===== src/rtl/uart_rx_fifo.sv =====
// uart_rx_fifo: receive-side byte FIFO sitting between the UART receiver and
// the CPU-bus register interface. First-word-fall-through: o_rdData always
// carries the registered head byte, and i_rdEn consumes it.
// Status (empty/full/count) is registered. o_overflow is sticky.
//
// Optional feature (macro UART_RX_FIFO_IRQ_EN): adds o_irq, the
// IRQ_THRESHOLD / IRQ_TIMEOUT parameters and a 16-bit idle timer. The default
// build (macro undefined) has none of these.
module uart_rx_fifo #(
    parameter int unsigned DEPTH_LOG2    = 4
`ifdef UART_RX_FIFO_IRQ_EN
    ,
    parameter int unsigned IRQ_THRESHOLD = 8,
    parameter int unsigned IRQ_TIMEOUT   = 3472
`endif
) (
    input  logic                  i_clk,
    input  logic                  i_resetn,
    input  logic                  i_rxValid,
    input  logic [7:0]            i_rxData,
    input  logic                  i_rdEn,
    output logic [7:0]            o_rdData,
    output logic                  o_empty,
    output logic                  o_full,
    output logic [DEPTH_LOG2:0]   o_count,
    output logic                  o_overflow,
    input  logic                  i_clearOverflow
`ifdef UART_RX_FIFO_IRQ_EN
    ,
    output logic                  o_irq
`endif
);

    localparam int unsigned DEPTH = 1 << DEPTH_LOG2;
    localparam int unsigned CNT_W = DEPTH_LOG2 + 1;

    localparam logic [DEPTH_LOG2-1:0] PTR_ONE  = DEPTH_LOG2'(1);
    localparam logic [CNT_W-1:0]      CNT_ONE  = CNT_W'(1);
    localparam logic [CNT_W-1:0]      CNT_FULL = CNT_W'(DEPTH);

    // Storage and state
    logic [7:0]            mem_q [DEPTH];
    logic [7:0]            mem_d [DEPTH];
    logic [DEPTH_LOG2-1:0] wr_ptr_q, wr_ptr_d;
    logic [DEPTH_LOG2-1:0] rd_ptr_q, rd_ptr_d;
    logic [CNT_W-1:0]      count_q, count_d;
    logic                  empty_q, empty_d;
    logic                  full_q, full_d;
    logic [7:0]            rd_data_q, rd_data_d;
    logic                  overflow_q, overflow_d;

    // Per-cycle handshake decisions
    logic                  pop_ok;
    logic                  wr_ok;
    logic                  ovf_set;

    // Accept/drop decisions: a pop only counts when something is stored; a
    // write into a full FIFO is only accepted alongside an accepted pop.
    always_comb begin
        pop_ok  = i_rdEn && !empty_q;
        wr_ok   = i_rxValid && (!full_q || pop_ok);
        ovf_set = i_rxValid && full_q && !pop_ok;
    end

    // Next-state for pointers, count, status flags and storage.
    always_comb begin
        wr_ptr_d = wr_ptr_q;
        rd_ptr_d = rd_ptr_q;
        count_d  = count_q;
        mem_d    = mem_q;

        if (wr_ok) begin
            mem_d[wr_ptr_q] = i_rxData;
            wr_ptr_d        = wr_ptr_q + PTR_ONE;
        end
        if (pop_ok) begin
            rd_ptr_d = rd_ptr_q + PTR_ONE;
        end

        case ({wr_ok, pop_ok})
            2'b10:   count_d = count_q + CNT_ONE;
            2'b01:   count_d = count_q - CNT_ONE;
            default: count_d = count_q;
        endcase

        empty_d = (count_d == '0);
        full_d  = (count_d == CNT_FULL);

        // Head byte is looked up through the updated storage, so a byte
        // written this cycle at the new read pointer is visible next cycle.
        rd_data_d = mem_d[rd_ptr_d];

        // Set has priority over clear.
        if (ovf_set) begin
            overflow_d = 1'b1;
        end else if (i_clearOverflow) begin
            overflow_d = 1'b0;
        end else begin
            overflow_d = overflow_q;
        end
    end

    // Byte storage; contents need no reset.
    always_ff @(posedge i_clk) begin
        mem_q <= mem_d;
    end

    // Control and status registers with asynchronous active-low reset.
    always_ff @(posedge i_clk or negedge i_resetn) begin
        if (!i_resetn) begin
            wr_ptr_q   <= '0;
            rd_ptr_q   <= '0;
            count_q    <= '0;
            empty_q    <= 1'b1;
            full_q     <= 1'b0;
            rd_data_q  <= '0;
            overflow_q <= 1'b0;
        end else begin
            wr_ptr_q   <= wr_ptr_d;
            rd_ptr_q   <= rd_ptr_d;
            count_q    <= count_d;
            empty_q    <= empty_d;
            full_q     <= full_d;
            rd_data_q  <= rd_data_d;
            overflow_q <= overflow_d;
        end
    end

    assign o_rdData   = rd_data_q;
    assign o_empty    = empty_q;
    assign o_full     = full_q;
    assign o_count    = count_q;
    assign o_overflow = overflow_q;

`ifdef UART_RX_FIFO_IRQ_EN
    localparam logic [15:0]      TMO_LIMIT = 16'(IRQ_TIMEOUT);
    localparam logic [CNT_W-1:0] IRQ_LEVEL = CNT_W'(IRQ_THRESHOLD);

    logic [15:0] idle_q, idle_d;
    logic        irq_q, irq_d;

    // Idle timer restarts on any traffic or while empty, and saturates at the
    // timeout. The request is computed from next-state values so that it
    // lines up with the count it describes.
    always_comb begin
        if (wr_ok || pop_ok || empty_q) begin
            idle_d = '0;
        end else if (idle_q >= TMO_LIMIT) begin
            idle_d = TMO_LIMIT;
        end else begin
            idle_d = idle_q + 16'd1;
        end

        irq_d = (count_d >= IRQ_LEVEL) ||
                ((count_d != '0) && (idle_d >= TMO_LIMIT));
    end

    // Interrupt timer and request registers.
    always_ff @(posedge i_clk or negedge i_resetn) begin
        if (!i_resetn) begin
            idle_q <= '0;
            irq_q  <= 1'b0;
        end else begin
            idle_q <= idle_d;
            irq_q  <= irq_d;
        end
    end

    assign o_irq = irq_q;
`endif

endmodule


===== config.mk =====
export PLATFORM = sky130hd
export DESIGN_NAME = uart_rx_fifo
export DESIGN_NICKNAME = d
export VERILOG_FILES = /design/src/rtl/uart_rx_fifo.sv
export SDC_FILE = /design/constraint.sdc
export NUM_CORES = 1
export LEC_CHECK = 0
export CAP_MARGIN = 20
export CORE_ASPECT_RATIO = 2
export CORE_MARGIN = 2
export CORE_UTILIZATION = 59
export CTS_BUF_LIST = sky130_fd_sc_hd__clkbuf_8
export DETAILED_ROUTE_END_ITERATION = 7
export GPL_ROUTABILITY_DRIVEN = 0
export PLACE_DENSITY = 0.75
export SYNTH_ARGS = -nofsm -noshare
export SYNTH_HDL_FRONTEND = slang
export SYNTH_SLANG_ARGS = --single-unit

===== constraint.sdc =====
create_clock -name i_clk -period 7.7 [get_ports i_clk]
set_input_delay 1.54 -clock i_clk [delete_from_list [all_inputs] [get_ports i_clk]]
set_output_delay 1.54 -clock i_clk [all_outputs]
set_load 0.03 [all_outputs]

Yosys cells after proc, flatten, opt, wreduce, memory -nomap -nowiden
Index checks and enable logic that the tools add are counted.
{"block": "op_classes", "add_sub_neg": 4, "magnitude_cmp": 3, "n_eq_ne": 3, "mux": 11, "bitwise": 2, "n_reduce_logical": 11}
{"op": "128-bit bitwise mux", "n": 1}
{"op": "128-bit two-way mux", "n": 1}
{"op": "8-bit binary-select mux with 4-bit select", "n": 1}
{"op": "8-bit demux with 4-bit select", "n": 1}
{"op": "8-bit two-way mux", "n": 3}
{"op": "5-bit >= comparator (second input constant)", "n": 2}
{"op": "4-bit NOT with 5-bit output", "n": 2}
{"op": "5-bit case mux with 2 select lines", "n": 1}
{"op": "4-bit by 1-bit adder with 4-bit output (second input constant)", "n": 2}
{"op": "5-bit by 1-bit adder with 5-bit output (second input constant)", "n": 1}
{"op": "5-bit == test (second input constant)", "n": 1}
{"op": "1-bit logical AND", "n": 5}
{"op": "5-bit logical NOT", "n": 1}
{"op": "5-bit by 1-bit < comparator with 1-bit output (second input constant)", "n": 1}
{"op": "5-bit by 1-bit subtractor with 5-bit output (second input constant)", "n": 1}
{"op": "4-bit two-way mux", "n": 1}
{"op": "1-bit logical NOT", "n": 3}
{"op": "2-bit by 1-bit == test with 1-bit output (second input constant)", "n": 1}
{"op": "2-bit == test (second input constant)", "n": 1}
{"op": "1-bit two-way mux", "n": 2}
{"op": "2-bit nonzero test", "n": 1}
{"op": "1-bit logical OR", "n": 1}
{"block": "totals", "register_bits": 152, "inputBits": 13, "output_inout_bits": 16, "word_cells": 57}

Logic depth before layout (Yosys ltp)
Gate-level depths: netlist (run 1).
{"block": "depth", "ltp_word": 10, "ltp_mapped": 14, "depth_no_buf": 12}

Least setup slack after synthesis (run 1)
OpenSTA, ideal clock, no wires.
{"block": "synth_timing", "kind": "input to register", "start": "in i_rdEn", "end": "reg full_q (netlist: o_full)", "setup_ns": 0.073, "arrival_ns": 3.910, "setup_slack_ns": 3.717, "stages": 14, "n_path_buf": 2, "cell_sequence": "nand2b_4 -> buf_6 -> nand2_1 -> nand2_1 -> ha_1 -> clkbuf_1 -> xor2_1 -> ha_1 -> a21oi_1 -> xnor2_1 -> nand2b_1 -> xnor2_1 -> or4_1 -> nor2b_1"}
{"block": "synth_via", "elab_chain_cells": 6, "elab_cells_between_ends": 7}
{"element": "start, declared", "line_no": "21", "text": "input logic i_rdEn,"}
{"element": "1-bit logical AND *", "line_no": "60", "text": "pop_ok = i_rdEn && !empty_q;"}
{"element": "1-bit logical OR", "line_no": "61", "text": "wr_ok = i_rxValid && (!full_q || pop_ok);"}
{"element": "1-bit logical AND", "line_no": "61"}
{"element": "2-bit by 1-bit == test with 1-bit output / 2-bit == test (equally long branches)", "line_no": "80", "text": "case ({wr_ok, pop_ok})"}
{"element": "5-bit case mux with 2 select lines *", "line_no": "80"}
{"element": "via count_d[2]", "line_no": "46", "text": "logic [CNT_W-1:0] count_q, count_d;"}
{"element": "5-bit == test *", "line_no": "87", "text": "full_d = (count_d == CNT_FULL);"}
{"element": "via full_d", "line_no": "48", "text": "logic full_q, full_d;"}
{"element": "end signal, assigned", "line_no": "123", "text": "full_q <= full_d;"}
{"element": "end, declared", "line_no": "48"}
The timed path passes the listed nets; every way through them passes the cells marked *.
A chain may end at the register's enable or synchronous reset.

Worst setup path in the final report (run 1)
{"block": "layout_timing", "start": "in i_rdEn", "end": "reg rd_data_q[3] (netlist: o_rdData[3])"}
{"block": "layout_via", "elab_chain_cells": 7, "elab_cells_between_ends": 9}
{"element": "1-bit logical AND *", "line_no": "60"}
{"element": "1-bit logical OR", "line_no": "61"}
{"element": "1-bit logical AND", "line_no": "61"}
{"element": "128-bit two-way mux", "line_no": "72", "text": "if (wr_ok) begin"}
{"element": "8-bit binary-select mux with 4-bit select *", "line_no": "91", "text": "rd_data_d = mem_d[rd_ptr_d];"}
{"element": "8-bit two-way mux (implied by the code) * (2 in series)", "line_no": "91"}
{"element": "via rd_data_d[3]", "line_no": "49", "text": "logic [7:0] rd_data_q, rd_data_d;"}
{"element": "end signal, assigned", "line_no": "124", "text": "rd_data_q <= rd_data_d;"}
{"element": "end, declared", "line_no": "49"}
The timed path passes the listed nets; every way through them passes the cells marked *. The select of a mux whose other input is x is not followed.

==> results of run 1 <==
-- metrics by stage --
step	hold slack (ps)	worst slack, ps
2_1_floorplan	424.6	3717
3_3_place_gp	437.0	2665
3_5_place_dp	441.2	2627
4_1_cts	461.7	3107
5_1_grt	482.2	2800
6_report	461.6	3001
-- state kept, by name, indices dropped and copies added, names as in the netlist --
signal,count
o_count,5
o_overflow,1
o_empty,1
mem_q,128
rd_ptr_q,4
wr_ptr_q,4
o_full,1
o_rdData,8
-- power by group through the flow --
stage	Combinational, W	Clock, W	Sequential, W
global placement	0.00187	0	0.00144
detailed placement	0.00192	0	0.00147
global route	0.00211	0.000625	0.00150
floorplan	0.00141	0	0.00143
CTS	0.00193	0.000590	0.00145
finish	0.00197	0.000582	0.00145
-- logic make-up after synthesis --
family / Yosys count / share of synthesized area
adders and majority gates: 8 / 0.01408
AOI/OAI and AO/OA: 154 / 0.1593
and+or+nand+nor: 141 / 0.1038
xor gates and xnor gates: 12 / 0.01742
muxes: 137 / 0.2147
DFF: 152 / 0.4451
buffers and inverters: 77 / 0.04558
-- per-layer routing --
| layer | part of all wire | GRT usage | vias to the layer above |
|---|---|---|---|
| met2 | 0.50 | 0.4814 | 205 |
| met3 | 0.041 | 0.06122 | 97 |
| met1 | 0.37 | 0.3133 | 2767 |
| met4 | 0.089 | 0.2455 | 0 |
| met5 | 0 | 0 | - |
| li1 | - | - | 2562 |
-- critical path: stages --
cell and delay, ps:
clkdlybuf4s50_1 490, nand2b_4 300, inv_4 110, xnor2_4 140
buf_4 290, inv_2 570, nand2b_1 300, o22ai_1 420
nor3_1 110, a311oi_1 530, a211oi_1 170
-- synthesized netlist by cell type (all sizes together), types with 2 or more instances --
cell,number
inv,28
xnor2,7
nand2,13
a21oi,18
mux2,121
ha,8
nor2b,2
a2111oi,3
nand4b,4
a21o,6
nand3,24
nor3b,3
a311oi,7
nor2,40
o22ai,27
o31ai,2
clkbuf,28
a221o,8
o32a,2
dfrtp,23
o21ai,30
xor2,5
nor3,23
o221a,2
nand2b,10
mux2i,16
a211oi,14
nand3b,7
o21a,2
buf,21
o221ai,6
nor4,2
o32ai,12
nor4bb,3
a31oi,3
dfxtp,128
o31a,6
nand4,6
-- area by class of cell --
cell class,instances,share of cell area
clock buffers,17,0.02972
multi-input cells,452,0.4599
inverters,28,0.01367
flip-flops and latches,152,0.4019
repair buffers,44,0.05340
well taps,145,0.02305
clock inverters,15,0.01828
-- path summary, 6_finish.rpt --
kind | from | to | depth (start not counted)
max in group asynchronous | i_resetn | o_empty | 2
worst min-delay path | mem_q[77] | mem_q[77] | 2
min in group asynchronous | i_resetn | wr_ptr_q[3] | 1
worst min register to register | mem_q[77] | mem_q[77] | 2
worst max-delay path | i_rdEn | o_rdData[3] | 11
worst max register to register | o_empty | o_rdData[3] | 10
==> metrics.yaml, run 1 <==
status:
  status: "complete, no violations"
layout:
  final_nets: 716
  mostFrequentLayoutCell: "dfxtp_1"
  seq_area_um2: 3164
  stdcell_count: 853
  multiInputGateArea_um2: 3621
  final_area_um2: 7873
  antenna_cells: 0
  syn_to_final_growth_pct: 10.74
  drive_gt1_frac: 0.2613
  fin_util: 0.6688
  layout_common_cells: "dfxtp_1, mux2_2, nor2_1"
  fillerInstances: 922
place:
  port_buffers: 28
  hpwl_mm: 12.99
  dp.cells: 819
  placed_cell_area_um2: 7480
yosys:
  synth_top_area_cell: "dfxtp_1"
  async_flop_share: 0.1579
  syn-num-nets: 702
  yosysWarnings: 0
  synth_top_cell_area_share: 0.3604
  synth_edf_count: 0
  synth_top_flop_cell: "dfxtp_1"
  synth_cell_type_count: 61
  ys_top_cells_by_area: "dfxtp_1, mux2_2, dfrtp_1"
  synth-seq-cells: 152
  syn_inst: 681
  synth.yosys.seq_area_share: 0.4451
  syn_area_per_cell_um2: 10.44
  syn_area_um2: 7109
floorplan:
  coreArea_um2: 11770
  rows: 56
  io_pins: 29
  die_w_um: 81.62
  initial_core_util: 0.6040
  die_h_um: 159.2
  dieArea_um2: 13000
clocking:
  cts_tree: "yes"
  cts.repair.resized: 0
  cts_max_path_buffers: 2
  cts_num_sinks: 152
  clk_pin_slew_worst_paths_ps: 80
  h-tree-depth: 4
  cts_made_buffers: 17
  ctsHoldBuffers: 0
  clkLatencyLatePin_ps: 460
  cts_root_buf: "clkbuf_8"
  cts_setup_buffers: 0
worst_setup_path:
  worst-setup-path-type: "primary input to flop"
  r2r_setup_slack_ps: 4000
  cp.required_ps: 8010
  arrival_ps: 5010
  cp-end-kind: "flop"
  crit_fanout: 41
  cp-start-kind: "primary input"
drt:
  vias: 5631
  antenna_left: 0
  firstDrtPassIters: 5
  drt_iter0_drc: 502
  drc_errors: 0
  routed_via_density: 6.601
  routedWlPerCell_um: 21.58
  finalWirelength_mm: 18.41
timing:
  setup_total_negative_slack_ps: 0
  tightest_slew_ps: 987.2
  finClkSkew_ps: 8.311
  rsz0062_at_grt: "false"
  hold_viol_final: 0
  final-setup-viol-count: 0
  period_minus_slack_ps: 4699
  fin_crit_sh: 0.6102
  max_freq_ghz: 0.2128
  maxSlewViolCount: 0
  relSlewSlack: 0.3419
grt:
  grt_antenna_before_repair: 0
  grtUsageTotal: 0.2952
  grt_pass1_vias: 5555
  grt_start_max_net_pins: 42
  grt_overflow: 0
  grt_first_pass_wirelength_mm: 28.83
pwr:
  sw_frac_of_total: 0.4226
  leakage_nw: 3.041
  powerDensity_nw_per_um2: 508.5
  clkPwrFrac: 0.145
  finalPower_w: 0.004003
  comb_power_share: 0.492
  p_sw_w: 0.001692
  intPower_w: 0.002311
  seqPwrFrac: 0.363
  vdd_drop_max_mv: 0.2830
min_path:
  hold_class: "flop to flop"
job:
  drv_cap: 0
Note: power is estimated with default switching activity, not from simulation.
==> inputs of run 2 (changes only) <==
- clock period: 7.7 -> 4.9 ns (I/O delays scaled with it)
==> run 2 against run 1 <==
Compared with the run above: register-to-register slack got worse by 2500 ps; highest routed layer unchanged; final area rose by 1.4%; critical path type unchanged; power grew 64%; clock power grew 87%; wire length up 5.1%; clock skew rose by 6.8 ps; final cell count increased by 0.82%; sequential cell count is the same; die area unchanged.
==> metrics.yaml, run 2 (synthesis results as in run 1) <==
layout:
  layout_common_cells: "dfxtp_1, mux2_2, nor2_1"
  fillerInstances: 945  # +2.5%
  stdcell_count: 860  # +0.82%
  final_nets: 723  # +0.98%
  mostFrequentLayoutCell: "dfxtp_1"
  largest_reg_flops: 128  # unchanged
  fin_util: 0.6779  # +0.009141
  top_register: "mem_q"
  drive_gt1_frac: 0.2643  # +0.003036
  antenna_cells: 0  # unchanged
  syn_to_final_growth_pct: 12.25
clocking:
  cts_max_path_buffers: 2  # unchanged
  ctsHoldBuffers: 0  # unchanged
  cts_tree: "yes"
  clk_pin_slew_worst_paths_ps: 90  # about the same
  cts_root_buf: "clkbuf_8"
  clkLatencyLatePin_ps: 450  # about the same
  cts_setup_buffers: 0  # unchanged
  cts_made_buffers: 17  # unchanged
  cts_num_sinks: 152  # unchanged
  cts.repair.resized: 0  # unchanged
  h-tree-depth: 4  # unchanged
job:
  drv_cap: 0  # unchanged
worst_setup_path:
  worst-setup-path-type: "primary input to flop"
  cp-end-kind: "flop"
  reg2reg_from: "o_full"
  cp.required_ps: 5280  # -2730 ps
  r2r_setup_slack_ps: 1500  # -2500 ps
  arrival_ps: 4210  # -800 ps
  reg2reg_depth: 11  # +1
  r2r-end: "o_empty"
  crit_fanout: 22  # -46%
  cp-start-kind: "primary input"
timing:
  fin_crit_sh: 0.7815
  final-setup-viol-count: 0  # unchanged
  maxSlewViolCount: 0  # unchanged
  rsz0062_at_grt: "false"
  setup_total_negative_slack_ps: 0  # unchanged
  finClkSkew_ps: 15.14  # +6.827 ps
  period_minus_slack_ps: 3830
  hold_viol_final: 0  # unchanged
  tightest_slew_ps: 922.8  # -64.37 ps
  relSlewSlack: 0.3829  # +0.04099
  max_freq_ghz: 0.2611
min_path:
  min_from: "mem_q[77]"
  hold-path-endpoint: "mem_q[77]"
  hold_class: "flop to flop"
  holdPathStages: 2  # unchanged
grt:
  grt_pass1_vias: 5471  # -1.5%
  grt_start_max_net_pins: 25  # -40%
  grt_antenna_before_repair: 0  # unchanged
  grt_first_pass_wirelength_mm: 29.42  # +2.1%
  grt_overflow: 0  # unchanged
  grtUsageTotal: 0.3043  # +0.009122
pwr:
  vdd_drop_max_mv: 0.4846  # +71%
  leakage_nw: 3.121  # +2.6%
  powerDensity_nw_per_um2: 824.8  # +62%
floorplan:
  die_h_um: 159.2  # unchanged
  dieArea_um2: 13000  # unchanged
  die_w_um: 81.62  # unchanged
  io_pins: 29  # unchanged
  initial_core_util: 0.6040  # unchanged
  coreArea_um2: 11770  # unchanged
  rows: 56  # unchanged
drt:
  vias: 5658  # +0.48%
  routed_via_density: 6.579  # -0.34%
  routedWlPerCell_um: 22.51  # +4.3%
  drt_iter0_drc: 455  # -9.4%
  drc_errors: 0  # unchanged
  antenna_left: 0  # unchanged
  firstDrtPassIters: 5  # unchanged
  finalWirelength_mm: 19.36  # +5.1%
place:
  dp.cells: 828  # +1.1%
  hpwl_mm: 13.87  # +6.8%
  port_buffers: 28  # unchanged
status:
  status: "complete, no violations"
## run 2: changes by cell type in the layout (fill, tap and decap cells not counted)
| cell | change |
|---|---|
| buf_16 | -1 |
| buf_4 | +8 |
| bufinv_16 | +4 |
| clkbuf_8 | +1 |
| clkinv_4 | -4 |
| clkinvlp_4 | -2 |
| inv_1 | +3 |
| inv_6 | -1 |
| inv_8 | -1 |
## run 2: how the worst max path moves through the flow
stage / from / depth (start not counted) / to / slack (ps)
floorplan: i_rdEn / 14 / o_full / 1480
global placement: i_rdEn / 13 / o_full / 720
detailed placement: i_rdEn / 13 / o_empty / 610
CTS: i_rdEn / 13 / o_empty / 1090
global route: i_rdEn / 13 / o_full / 920
finish: i_rdEn / 13 / o_empty / 1070
## run 2: power by group
part / switching (W) / internal (W) / leakage (nW) / total, W
combinational: 0.00183 / 0.00138 / 1.52 / 0.00321
sequential: 0.000398 / 0.00189 / 1.36 / 0.00228
clock: 0.000470 / 0.000617 / 0.238 / 0.00109
## run 2: layout make-up
type / instances / area, um^2 / share of cell area
Inverter: 28 / 107.6 / 0.01348
Clock inverter: 14 / 205.2 / 0.02571
Timing Repair Buffer: 51 / 452.9 / 0.05676
Sequential cell: 152 / 3164 / 0.3965
Multi-Input combinational cell: 452 / 3621 / 0.4537
Tap cell: 145 / 181.4 / 0.02273
Clock buffer: 18 / 247.7 / 0.03104
## run 2: worst max-delay path, cell delays in order
cell             delay [ps]
clkdlybuf4s50_1         570
nand2b_4                230
nand2_1                 230
nand2_1                 190
ha_1                    370
xor2_1                  190
ha_1                    230
a21oi_1                 160
xnor2_1                 140
nand2b_1                 80
xnor2_1                 140
or4_1                   550
nor2_1                  150
## run 2: routing by layer
layer	track usage	part of all wire	up-vias
met4	0.2576	0.094	0
met3	0.06066	0.046	89
met1	0.3136	0.36	2720
met5	0	0	-
li1	-	-	2584
met2	0.5052	0.50	265
## run 2: per-stage QoR
stage | area, um^2 | hold WS (ps) | power (W) | setup slack, ps
3_3_place_gp | 7527 | 437.7 | 0.005311 | 724.9
3_5_place_dp | 7527 | 439.9 | 0.005423 | 609.0
5_1_grt | 7980 | 485.7 | 0.006911 | 917.8
6_report | 7980 | 456.3 | 0.006582 | 1070
2_1_floorplan | 7109 | 424.6 | 0.004465 | 1477
4_1_cts | 7980 | 460.9 | 0.006518 | 1094
